### config.mk
export PLATFORM = sky130hd
export DESIGN_NAME = round_clock
export DESIGN_NICKNAME = d
export VERILOG_FILES = /design/src/rtl/round_pkg.sv /design/src/rtl/round_tick_detect.sv /design/src/rtl/round_clock.sv
export SDC_FILE = /design/constraint.sdc
export NUM_CORES = 1
export LEC_CHECK = 0
export BUFFER_PORTS_ARGS = -buffer_cell sky130_fd_sc_hd__buf_2
export CAP_MARGIN = 20
export CORE_MARGIN = 4
export CORE_UTILIZATION = 37
export CTS_CLUSTER_SIZE = 16
export DETAILED_ROUTE_END_ITERATION = 16
export PLACE_DENSITY = 0.6
export SYNTH_ARGS = -nofsm -noshare
export SYNTH_HDL_FRONTEND = slang
export SYNTH_SLANG_ARGS = --single-unit
### constraint.sdc
create_clock -name frameclk -period 5.7 [get_ports frameclk]
set_input_delay 0.57 -clock frameclk [delete_from_list [all_inputs] [get_ports frameclk]]
set_output_delay 0.57 -clock frameclk [all_outputs]
set_load 0.05 [all_outputs]
### src/rtl/round_pkg.sv
// Shared types and BCD helpers for the round clock.
package round_pkg;

    typedef enum logic [1:0] {
        IDLE   = 2'd0,
        READY  = 2'd1,
        PLAY   = 2'd2,
        TIMEUP = 2'd3
    } phase_t;

    localparam logic [3:0] DIGIT_MAX = 4'd9;

    typedef struct packed {
        logic [3:0] tens;
        logic [3:0] ones;
    } bcd_t;

    function automatic bcd_t to_bcd(int unsigned n);
        bcd_t r;
        r.tens = 4'(n / 10);
        r.ones = 4'(n % 10);
        return r;
    endfunction

    // Saturates at 00 so the pair never underflows.
    function automatic bcd_t bcd_dec(bcd_t v);
        bcd_t r;
        r = v;
        if (v.ones != 4'd0) begin
            r.ones = v.ones - 4'd1;
        end else if (v.tens != 4'd0) begin
            r.ones = DIGIT_MAX;
            r.tens = v.tens - 4'd1;
        end
        return r;
    endfunction

    // Saturates at 99.
    function automatic bcd_t bcd_inc(bcd_t v);
        bcd_t r;
        r = v;
        if (v.ones < DIGIT_MAX) begin
            r.ones = v.ones + 4'd1;
        end else if (v.tens < DIGIT_MAX) begin
            r.ones = 4'd0;
            r.tens = v.tens + 4'd1;
        end
        return r;
    endfunction

endpackage

### src/rtl/round_tick_detect.sv
// Turns changes of the upstream seconds digit into one-second ticks.
module round_tick_detect
    import round_pkg::*;
(
    input  logic       frameclk,
    input  logic       Reset,
    input  logic [3:0] currNum,
    output logic       tick_now,
    output logic       tick
);

    logic [3:0] last_digit;

    // Transient values 10-15 neither tick nor update the remembered digit.
    assign tick_now = (currNum <= DIGIT_MAX) && (currNum != last_digit);

    always_ff @(posedge frameclk) begin
        if (Reset) begin
            last_digit <= 4'd0;
            tick       <= 1'b0;
        end else begin
            tick <= tick_now;
            if (tick_now) begin
                last_digit <= currNum;
            end
        end
    end

endmodule

### src/rtl/round_clock.sv
// Game-round sequencer: ready count, BCD play-time countdown and time-up.
module round_clock
    import round_pkg::*;
#(
    parameter int unsigned ROUND_SECS = 60,
    parameter int unsigned READY_SECS = 3
) (
    input  logic       frameclk,
    input  logic       Reset,
    input  logic [3:0] currNum,
    input  logic       control_EN,
    input  logic       start,
    input  logic       pause,
    output logic [1:0] phase,
    output logic [3:0] secs_tens,
    output logic [3:0] secs_ones,
    output logic [3:0] ready_cnt,
    output logic       game_active,
    output logic       time_up,
    output logic       tick
);

    localparam bcd_t       ROUND_BCD  = to_bcd(ROUND_SECS);
    localparam logic [3:0] READY_LOAD = 4'(READY_SECS);

    phase_t     phase_q;
    bcd_t       bcd_q;
    logic [3:0] ready_q;
    logic       tick_now;
    logic       arm;

    round_tick_detect u_tick (
        .frameclk (frameclk),
        .Reset    (Reset),
        .currNum  (currNum),
        .tick_now (tick_now),
        .tick     (tick)
    );

    assign arm = start && control_EN;

    always_ff @(posedge frameclk) begin
        if (Reset) begin
            phase_q <= IDLE;
            bcd_q   <= ROUND_BCD;
            ready_q <= 4'd0;
            time_up <= 1'b0;
        end else begin
            time_up <= 1'b0;
            case (phase_q)
                IDLE: begin
                    bcd_q   <= ROUND_BCD;
                    ready_q <= 4'd0;
                    if (arm) begin
                        phase_q <= READY;
                        ready_q <= READY_LOAD;
                    end
                end
                READY: begin
                    if (tick_now) begin
                        if (ready_q <= 4'd1) begin
                            phase_q <= PLAY;
                            bcd_q   <= ROUND_BCD;
                            ready_q <= 4'd0;
                        end else begin
                            ready_q <= ready_q - 4'd1;
                        end
                    end
                end
                PLAY: begin
                    // Paused ticks are dropped, not queued.
                    if (tick_now && !pause) begin
                        if (bcd_q.tens == 4'd0 && bcd_q.ones <= 4'd1) begin
                            phase_q <= TIMEUP;
                            bcd_q   <= '0;
                            time_up <= 1'b1;
                        end else begin
                            bcd_q <= bcd_dec(bcd_q);
                        end
                    end
                end
                TIMEUP: begin
                    bcd_q <= '0;
                    if (arm) begin
                        phase_q <= READY;
                        ready_q <= READY_LOAD;
                        bcd_q   <= ROUND_BCD;
                    end
                end
                default: begin
                    phase_q <= IDLE;
                end
            endcase
        end
    end

    assign phase       = phase_q;
    assign secs_tens   = bcd_q.tens;
    assign secs_ones   = bcd_q.ones;
    assign ready_cnt   = ready_q;
    assign game_active = (phase_q == PLAY) && !pause;

endmodule

---- Word-level counts from Yosys, hierarchy flattened ----
Cells that the tools add are included.
Widths: inputs -> output; s select.
storage, ports and cells
  output and inout port bits .............. 17
  logic and storage cells ................. 66
  bits of input ports ..................... 9
  register bits after elaboration ......... 20
cells by class
  equality and inequality tests ........... 13
  add/subtract/negate cells ............... 3
  $lt $le $gt $ge ......................... 3
  reductions and logical operators ........ 17
  muxes and demuxes ....................... 21
  bitwise operators ....................... 2
operator list
  operator             number
  $mux 8               5
  $pmux 8 s4           1
  $mux 4               5
  $mux 2               6
  $pmux 4 s3           1
  $sub 4x1->4 const B  3
  $ne 2x2->1 const B   5
  $reduce_and 5->1     2
  $le 4x1->1 const B   2
  $reduce_bool 4->1    2
  $mux 7               1
  $ne 3x3->1 const B   2
  $pmux 2 s3           1
  $logic_and 1x1->1    5
  $eq 2x2->1 const B   2
  $le 4x4->1 const B   1
  $logic_not 4->1      1
  $ne 4x4->1           1
  $ne 4x4->1 const B   1
  $reduce_and 4->1     1
  $reduce_and 3->1     1
  $reduce_bool 3->1    1
  $reduce_or 3->1      1
  $eq 2x1->1 const B   1
  other kinds (6)      7

---- Depth between registers and ports, before layout ----
Gate-level depths: netlist (run 1).
  depth after elaboration ................. 6
  mapped depth ............................ 8
  gate-level depth less buffers ........... 7

---- Cells and area by module ----
A second synthesis (run 1) with hierarchy kept.
unflattened totals
  cell total of the unflattened synthesis .. 145
  area total of the unflattened synthesis .. 1267.5 um2
modules (own cells, without submodules)
  module             cells an instance  area an instance (um2)  times used  seq. area each (um2)
  round_clock        115                1001.0                  1           300.3
  round_tick_detect  30                 266.5                   1           100.1

---- Worst setup path after synthesis (run 1) ----
OpenSTA, ideal clock, no wires.
  kind .................................... reg2out
  from .................................... register phase_q[1] (netlist: phase[1])
  to ...................................... output port game_active
  path slack .............................. 3.113 ns
  buffers on the path ..................... 1
  cell stages (with the launch flop) ...... 5
  data arrival time ....................... 2.017 ns
  data required time ...................... 5.130 ns
  path through ............................ dfxtp_1 -> ha_1 -> clkbuf_1 -> inv_1 -> nor2_1
between the ends
  longest elaborated chain between the ends .. 2
RTL lines
  item                      line                source
  start: declaration        round_clock.sv:26   phase_t phase_q;
  start signal: assignment  round_clock.sv:44   phase_q <= IDLE;
  start signal: assignment  round_clock.sv:55   phase_q <= READY;
  start signal: assignment  round_clock.sv:62   phase_q <= PLAY;
  $eq 2x2->1                round_clock.sv:101  assign game_active = (phase_q == PLAY) && !pause;
  $logic_and 1x1->1         round_clock.sv:101
  end: declaration          round_clock.sv:18   output logic game_active,
Every way passes these cells.

---- Final worst setup path (run 1) ----
  from .................................... register phase_q[0] (netlist: phase[0])
  to ...................................... output port game_active
Same word-level chain as after synthesis.

==> results.ini, run 1 <==
[floorplanning]
rows = 20
die_h_microns = 66.53
start_util_pct = 40.20
die_area_sq_mm = 0.004426
num_io_pins = 26
die_x_microns = 66.53
coreArea_sq_mm = 0.003153

[synth]
synth.area.mux_share_pct = 1.678
synth_nets = 169
synth_cell_type_count = 48
synthFlopType = dfxtp_1
synthCells = 154
synth_adder_area_share_pct = 5.923
synth-compound-area-share_pct = 29.22
synth-simple-area-share_pct = 25.96
yosys.area.top_type = dfxtp_1
synthTopCellsByArea = dfxtp_1 32%, ha_1 5.9%, nor2_1 5.3%
syn_area_per_cell_sq_um = 8.230
synth-edff-count = 0
synth_top_family_by_area = compound AO/OA/AOI/OAI gates
ys_ff_latch = 20
synthXorXnorAreaFrac_pct = 1.382
ys_seq_area_share_pct = 31.59
synth.yosys.warnings = 0
synth_top_area_share_pct = 31.59
synth.cell_area_sq_mm = 0.001267
synthArstFlopShare_pct = 0

[critical_path]
worstPathMaxFanout = 10
cp-startpoint = phase[0]
cp_common_cell = inv_1
crit_arrival_ps = 1820
worst-path-stages = 5
setup.worst_path.start_class = register
crit_chain = inv_1 -> ha_1 -> inv_1 -> nor2_1 -> buf_2
r2r_cells = 7
crit_slowest_cell = ha_1
crit_path_end_kind = output pin
critPathMaxStageDelay_ps = 370
worstPathRequired_ps = 5130
r2r-end = phase[0]
critPathBufInv = 3
crit_type = register to output pin
rrSetupSlack_ps = 3360
rr_startpoint = secs_tens[0]
endpoint = game_active
crit_family = buffers and inverters

[finish]
fill_cells = 336
design_area_sq_mm = 0.001464
syn_to_final_growth_pct = 15.50
multi_input_area_sq_um = 813.3
layout.nets = 194
drive_gt1_share_pct = 22.47
insertedDiodeCount = 0
regArea_sq_um = 400.4

[clock_network]
cts_tree = yes
numCtsBuffers = 3
cts_max_path_buffers = 2
postCtsSetupRepairBufs = 0
cts_htree_levels = 1
holdBufCountCts = 0
clock_sinks = 20
cts_resized = 0
clkLatencyLatePin_ps = 310
root_buffer = clkbuf_4
path_clk_slew_ps = 120

[routing]
viasPerCell = 5.577
ant_nets = 0
drtIter0Drc = 83
routed_wl_microns = 3033
wl_per_cell_microns = 13.66
vias = 1238
route.detailed.drc = 0
dr.pass1.iters = 4

[global_routing]
grt_pass1_vias = 1100
overflow = 0
antenna_found_initial = 0
grt_usage_pct = 14.77
grt_pass1_wl_microns = 5092
grt_max_degree = 23

[sta]
finalCritPeriodShare_pct = 41.89
fin_crit_ps = 2388
tns_ps = 0
slew_viol_final = 0
setup_viol = 0
rsz0062_at_grt = false
slew_headroom_pct = 61.03
fin_skew_ps = 2.067
worst_pin_slew_ps = 578.5
max_freq_mhz = 418.8
finalHoldViolCount = 0

[placement]
dpl-instance-area_sq_mm = 0.001428
finalWeightedCongestion = 0.7973
hpwl_microns = 2281
io_buffers = 25

[job]
max_cap_violations = 0

[status]
outcome = complete, no violations

[pwr]
p_per_area_mw_per_mm2 = 460.5
power_uw = 674.1
irDropWorstVdd_mv = 0.1825
p_leak_nw = 0.6050

[min_path]
hp-class = register to register

[state kept, by name, summed over array words and instances (netlist names)]
signal and flops:
phase 2, ready_cnt 4, secs_ones 4, secs_tens 4, time_up 1, u_tick.last_digit 4
u_tick.tick 1
[how the worst min path moves through the flow]
stage,slack [ps],cells after the start,start,endpoint
6_report,480,2,u_tick.last_digit[0],u_tick.last_digit[0]
5_1_grt,520,2,u_tick.last_digit[0],u_tick.last_digit[0]
4_1_cts,480,2,u_tick.last_digit[0],u_tick.last_digit[0]
3_5_place_dp,460,2,u_tick.last_digit[0],u_tick.last_digit[0]
3_3_place_gp,460,2,u_tick.last_digit[0],u_tick.last_digit[0]
2_1_floorplan,440,2,u_tick.last_digit[0],u_tick.last_digit[0]
[area by class of cell]
class                   count  area share, %
multi-input cells         120          55.56
clock buffers               4          2.479
well taps                  44          3.761
inverters                   9          2.308
flip-flops and latches     20          27.35
repair buffers             25          8.547
[cells by family (layout without fill, tap and decap cells)]
logic type                 after synthesis  after routing
and+or+nand+nor                         60             60
AOI/OAI and AO/OA                       50             50
DFF                                     20             20
buffers and inverters                   14             38
adders and majority gates                6              6
xor gates and xnor gates                 2              2
muxes                                    2              2
[metal layers]
layer / global-route usage [%] / wire (microns) / vias to the layer above
met2: 23.05 / 1342 / 37
met3: 2.361 / 165 / 5
met5: 0 / 0 / -
met4: 5.584 / 46 / 0
met1: 20.25 / 1478 / 570
li1: - / - / 626
[worst reg2reg max path, cell delays in order, from the launching register on]
cell,delay (ps)
dfxtp_1,360
inv_1,80
ha_1,190
or4b_1,460
or2_4,270
a211o_1,280
a221oi_2,240
mux2_1,360
[where the power goes]
part	internal [mW]	switching, mW	total [mW]
Sequential	0.166	0.0244	0.191
Clock	0.0391	0.0475	0.0865
Combinational	0.130	0.266	0.397
[through the flow]
stage	std cells	utilization (%)	setup slack, ps	hold WS, ps
finish	222	46.43	3312	475.5
detailed placement	218	45.28	3389	463.6
floorplan	154	-	3113	444.3
global route	222	46.43	3228	518.7
global placement	218	45.28	3430	459.5
CTS	222	46.43	3326	481.6
[Yosys cell counts, types with 2 or more instances]
library cell	count
a21oi_1	10
xnor2_1	2
o311ai_0	2
clkbuf_1	3
or2_2	3
nand2_1	10
and2_1	2
or3_1	2
a211oi_1	2
nand3b_1	2
ha_1	6
nor2b_1	3
dfxtp_1	20
o211ai_1	2
o31ai_1	2
o21ai_0	10
o21a_1	3
or4_1	4
or4b_1	2
nand4_1	2
a21o_1	2
nor3_1	2
nor2_1	18
inv_1	9
nand3_1	2
o221a_2	2
a221oi_1	4
nand2b_1	3
[cells in the final DEF (no fill, tap or decap), types with 3 or more instances in the layout]
master    netlist  layout
inv_1           9       9
clkbuf_4        0       3
o21a_1          3       3
ha_1            6       6
a221oi_1        4       4
nand2b_1        3       3
buf_2           0      25
nor2_1         18      18
or4_1           4       4
o21ai_0        10      10
dfxtp_1        20      20
a21oi_1        10      10
nand2_1        10      10
nor2b_1         3       3
or2_2           3       3
(Power assumes the default switching activity.)
==> run 2: changes to the inputs <==
Clock period 5.7 ns to 2.2 ns, I/O delays scaled along.
==> run 2 against run 1 <==
Compared with the run above:
- highest routed layer unchanged
- clock power rose to 2.6 times the previous value
- die area unchanged
- the flow now finishes with violations (negative setup slack)
- flip-flop and latch count unchanged
- sequential share of layout area down 1.5 points
- worst hold slack worse by 320 ps
- cell area up 6.8%
- setup slack worse by 3400 ps
- critical path depth up 2
- register-to-register slack worse by 3400 ps
- combinational power rose to 2.8 times the previous value
- routed wire length up 6.8%
- count of clock-buffer cells in the layout unchanged
==> results.ini, run 2 (synthesized netlist as in run 1, its figures left out) <==
[placement]
dpl-instance-area_sq_mm = 0.001471
io_buffers = 25
hpwl_microns = 2427
finalWeightedCongestion = 0.8201
place_ws_ps = -21.14

[critical_path]
crit_path_end_kind = register
setup.worst_path.start_class = register
crit_arrival_ps = 2470
crit_type = register to register
worstPathRequired_ps = 2420
worstPathMaxFanout = 4

[finish]
regArea_sq_um = 404.1
mostFrequentLayoutCell = buf_2
syn_to_final_growth_pct = 23.30
multi_input_area_sq_um = 840.8
insertedDiodeCount = 0
fill_cells = 324
drive_gt1_share_pct = 31.55
design_area_sq_mm = 0.001563
final_cell_mix = 25 x buf_2, 17 x nor2_1, 17 x dfxtp_1
layout.nets = 203

[global_routing]
grt_pass1_vias = 1144
grt_usage_pct = 15.75
grt_pass1_wl_microns = 5485
antenna_found_initial = 0
grt_max_degree = 23
overflow = 0

[floorplanning]
rows = 20
start_util_pct = 40.20
coreArea_sq_mm = 0.003153
die_h_microns = 66.53
num_io_pins = 26
die_area_sq_mm = 0.004426
die_x_microns = 66.53

[clock_network]
cts_tree = yes
cts_max_path_buffers = 2
cts_htree_levels = 1
numCtsBuffers = 3
clock_sinks = 20
path_clk_slew_ps = 120
root_buffer = clkbuf_4
clkLatencyLatePin_ps = 310

[sta]
setup_viol = 3
fin_skew_ps = 1.203
finalHoldViolCount = 0
slew_viol_final = 0
fin_crit_ps = 2253
rsz0062_at_grt = true
fin_hold_ws_ps = 157.1
worst_pin_slew_ps = 423.2
slew_headroom_pct = 71.79
max_freq_mhz = 443.8
finalCritPeriodShare_pct = 102.4
layout_setup_ws_ps = -53.45

[routing]
wl_per_cell_microns = 14.03
drtIter0Drc = 40
routed_wl_microns = 3240
vias = 1262
viasPerCell = 5.463
route.detailed.drc = 0
ant_nets = 0
dr.pass1.iters = 4

[pwr]
sw_frac_of_total_pct = 48.70
p_per_area_mw_per_mm2 = 1177
power.switching_uw = 895.8
power_mw = 1.839
clockPowerShare_pct = 12.3
seqPwrFrac_pct = 26.9
irDropWorstVdd_mv = 0.6152
p_int_uw = 943.6
p_leak_nw = 0.6494
comb_power_share_pct = 60.8

[min_path]
hp-class = primary input to register

[status]
outcome = finished with violations
violations = negative setup slack

[job]
max_cap_violations = 0

run 2: cell count changes in the layout (fill, tap and decap cells not counted), moves of 2 or more:
cell / previous run / this run
buf_4: 0 / 9
dfxtp_1: 20 / 17
dfxtp_2: 0 / 3
inv_1: 9 / 7
inv_2: 0 / 2
run 2: power by group through the flow:
stage               Sequential, mW  Clock, mW  Combinational (mW)
finish                       0.495      0.226                1.12
global route                 0.508      0.252                1.23
CTS                          0.494      0.235                1.08
detailed placement           0.506          0                1.07
global placement             0.499          0                1.05
floorplan                    0.712          0               0.589
run 2: final cells by class:
cell class                      count  share of cell area [%]
Inverter                            9                   2.162
Timing Repair Buffer               34                   12.33
Sequential cell                    20                   25.86
Clock buffer                        4                   2.322
Multi-Input combinational cell    120                   53.80
Tap cell                           44                   3.523
run 2: routing by layer:
layer / wire, microns / GRT usage [%]
met5: 0 / 0
met4: 46 / 5.330
met3: 134 / 2.530
met2: 1480 / 23.92
met1: 1579 / 22.39
run 2: metrics by stage:
stage	TNS (ps)	utilization (%)	cells
global placement	0	46.67	223
global route	-368.0	49.56	231
floorplan	-77.11	-	154
finish	-75.50	49.56	231
CTS	-42.10	48.06	228
detailed placement	-21.14	46.67	223
run 2: path summary, 6_finish.rpt:
path / from / end / slack [ps] / cells past startpoint
worst min-delay path: currNum[0] / u_tick.last_digit[0] / 160 / 3
worst min register to register: u_tick.last_digit[0] / u_tick.last_digit[0] / 480 / 2
worst max register to register: secs_tens[0] / phase[0] / -50 / 7
worst max-delay path: secs_tens[0] / phase[0] / -50 / 7
run 2: repair_timing:
| item | in CTS | in global routing |
|---|---|---|
| hold buffers | 0 | 0 |
| gates resized for setup | 0 | 7 |
| setup buffers | 1 | 3 |
| setup endpoints to repair | 1 | 6 |
| pin swaps | 0 | 4 |
run 2: critical path, cell delays in order (launching register included):
cell	delay [ps]
dfxtp_2	340
inv_2	70
ha_4	120
or4b_4	450
or2_4	280
a211o_1	310
a221oi_2	280
mux2_4	320
==> run 3: changes to the inputs <==
Settings changed: CORE_UTILIZATION 37 to 54, PLACE_DENSITY 0.6 to 0.81.
==> run 3 against run 2 <==
Compared with the run above:
- the flow now finishes without violations
- worst hold slack improved by 19 ps
- combinational power decreased by 4%
- via count increased by 4.0%
- critical path depth unchanged
==> results.ini, run 3 (synthesized netlist as in run 1, its figures left out) <==
[routing]
wl_met3_microns = 203
wl_met2_microns = 1522
wl_per_cell_microns = 15.18
ant_nets = 0
viasPerCell = 6.193
wl_met1_microns = 1440
vias = 1313
route.detailed.drc = 0
drtIter0Drc = 43
routed_wl_microns = 3219
dr.max_layer_used = met4
dr.pass1.iters = 4

[finish]
fill_cells = 201
design_area_sq_mm = 0.001511
drive_gt1_share_pct = 29.35
mostFrequentLayoutCell = buf_2
multi_input_area_sq_um = 832.0
regArea_sq_um = 404.1
layout.nets = 200
final_util_pct = 67.68
insertedDiodeCount = 0
final_cell_mix = 25 x buf_2, 17 x nor2_1, 17 x dfxtp_1
syn_to_final_growth_pct = 19.25

[min_path]
hp-class = primary input to register
worstHoldStart = currNum[0]
hold_end = u_tick.last_digit[0]
hold_depth = 3

[clock_network]
cts_max_path_buffers = 2
path_clk_slew_ps = 120
numCtsBuffers = 3
cts_tree = yes
holdBufCountCts = 0
clkLatencyLatePin_ps = 310
clock_sinks = 20
root_buffer = clkbuf_4
cts_htree_levels = 1

[critical_path]
worstPathRequired_ps = 2410
crit_arrival_ps = 2400
crit_chain = inv_2 -> ha_4 -> or4b_4 -> or2_4 -> a211o_1 -> a221oi_2 -> mux2_1
critPathMaxStageDelay_ps = 460
crit_family = simple AND/OR/NAND/NOR gates
worstPathMaxFanout = 3
rr_startpoint = secs_tens[0]
crit_type = register to register
critPathBufInv = 1
crit_path_end_kind = register
rrSetupSlack_ps = 7
setup.worst_path.start_class = register
r2r_cells = 7
crit_slowest_cell = or4b_4
r2r-end = phase[0]
worst-path-stages = 7

[pwr]
p_leak_nw = 0.6352
p_per_area_mw_per_mm2 = 1191
irDropWorstVdd_mv = 0.6673

[placement]
finalWeightedCongestion = 0.8251
dpl-instance-area_sq_mm = 0.001459
hpwl_microns = 2454
io_buffers = 25

[sta]
slew_headroom_pct = 66.10
worst_pin_slew_ps = 503.2
tns_ps = 0
fin_skew_ps = 7.309
slew_viol_final = 0
setup_viol = 0
finalCritPeriodShare_pct = 99.69
fin_crit_ps = 2193
finalHoldViolCount = 0
rsz0062_at_grt = true
max_freq_mhz = 456.0

[status]
outcome = complete, no violations

[global_routing]
antenna_found_initial = 0
grt_max_degree = 23
overflow = 0
grt_usage_pct = 22.12
grt_pass1_vias = 1278
grt_pass1_wl_microns = 5733

[floorplanning]
num_io_pins = 26
start_util_pct = 56.75
die_x_microns = 56.45
rows = 17
die_area_sq_mm = 0.003186
coreArea_sq_mm = 0.002233
die_h_microns = 56.45

[job]
max_cap_violations = 0

-- run 3: cell count changes in the layout (fill, tap and decap cells not counted) --
cell,delta
o311ai_0,-1
a211oi_1,+1
o311ai_1,+1
a211oi_2,-1
mux2_1,+1
mux2_4,-1
buf_4,-3
-- run 3: how the worst max path moves through the flow --
stage,slack (ps),from,endpoint
final,7,secs_tens[0],phase[0]
after floorplan,-80,secs_tens[0],phase[0]
after global placement,50,secs_tens[0],phase[0]
after global routing,-100,secs_tens[0],phase[0]
after CTS,7,secs_tens[0],phase[0]
after detailed placement,-20,secs_tens[0],phase[0]
-- run 3: through the flow --
step                      hold WS [ps]  total power [mW]  worst slack [ps]  instances
after floorplan                  360.5             1.300            -77.11        154
after global placement           455.1             1.517             46.98        208
after detailed placement         468.0             1.558            -22.92        208
after CTS                        170.7             1.794             6.774        212
after global routing             186.2             1.934            -101.3        212
final                            175.9             1.799             6.862        212
-- run 3: what timing repair did --
action / CTS / global route
endpoints found under the setup margin: 1 / 4
setup buffers: 0 / 0
resized for setup: 5 / 1
-- run 3: layer usage --
| layer | vias to the layer above | global-route usage [%] |
|---|---|---|
| met3 | 7 | 2.989 |
| met4 | 0 | 8.475 |
| met5 | - | 0 |
| met2 | 52 | 36.30 |
| met1 | 614 | 29.09 |
| li1 | 640 | - |
-- run 3: layout make-up --
type                            count  area share, %
Inverter                            9          2.235
Multi-Input combinational cell    120          55.05
Sequential cell                    20          26.74
Tap cell                           28          2.318
Clock buffer                        4          2.401
Timing Repair Buffer               31          11.26
-- run 3: power breakdown --
| group | switching [mW] | internal, mW | leakage (nW) |
|---|---|---|---|
| combinational | 0.705 | 0.373 | 0.450 |
| sequential | 0.0659 | 0.434 | 0.164 |
| clock | 0.121 | 0.101 | 0.0210 |
-- run 3: tightest hold or removal path: cells and delay by family --
kind	cells	cell delay [ps]
AO/OA/AOI/OAI	1	60
buffers and inverters	1	110
AND/OR/NAND/NOR	1	60
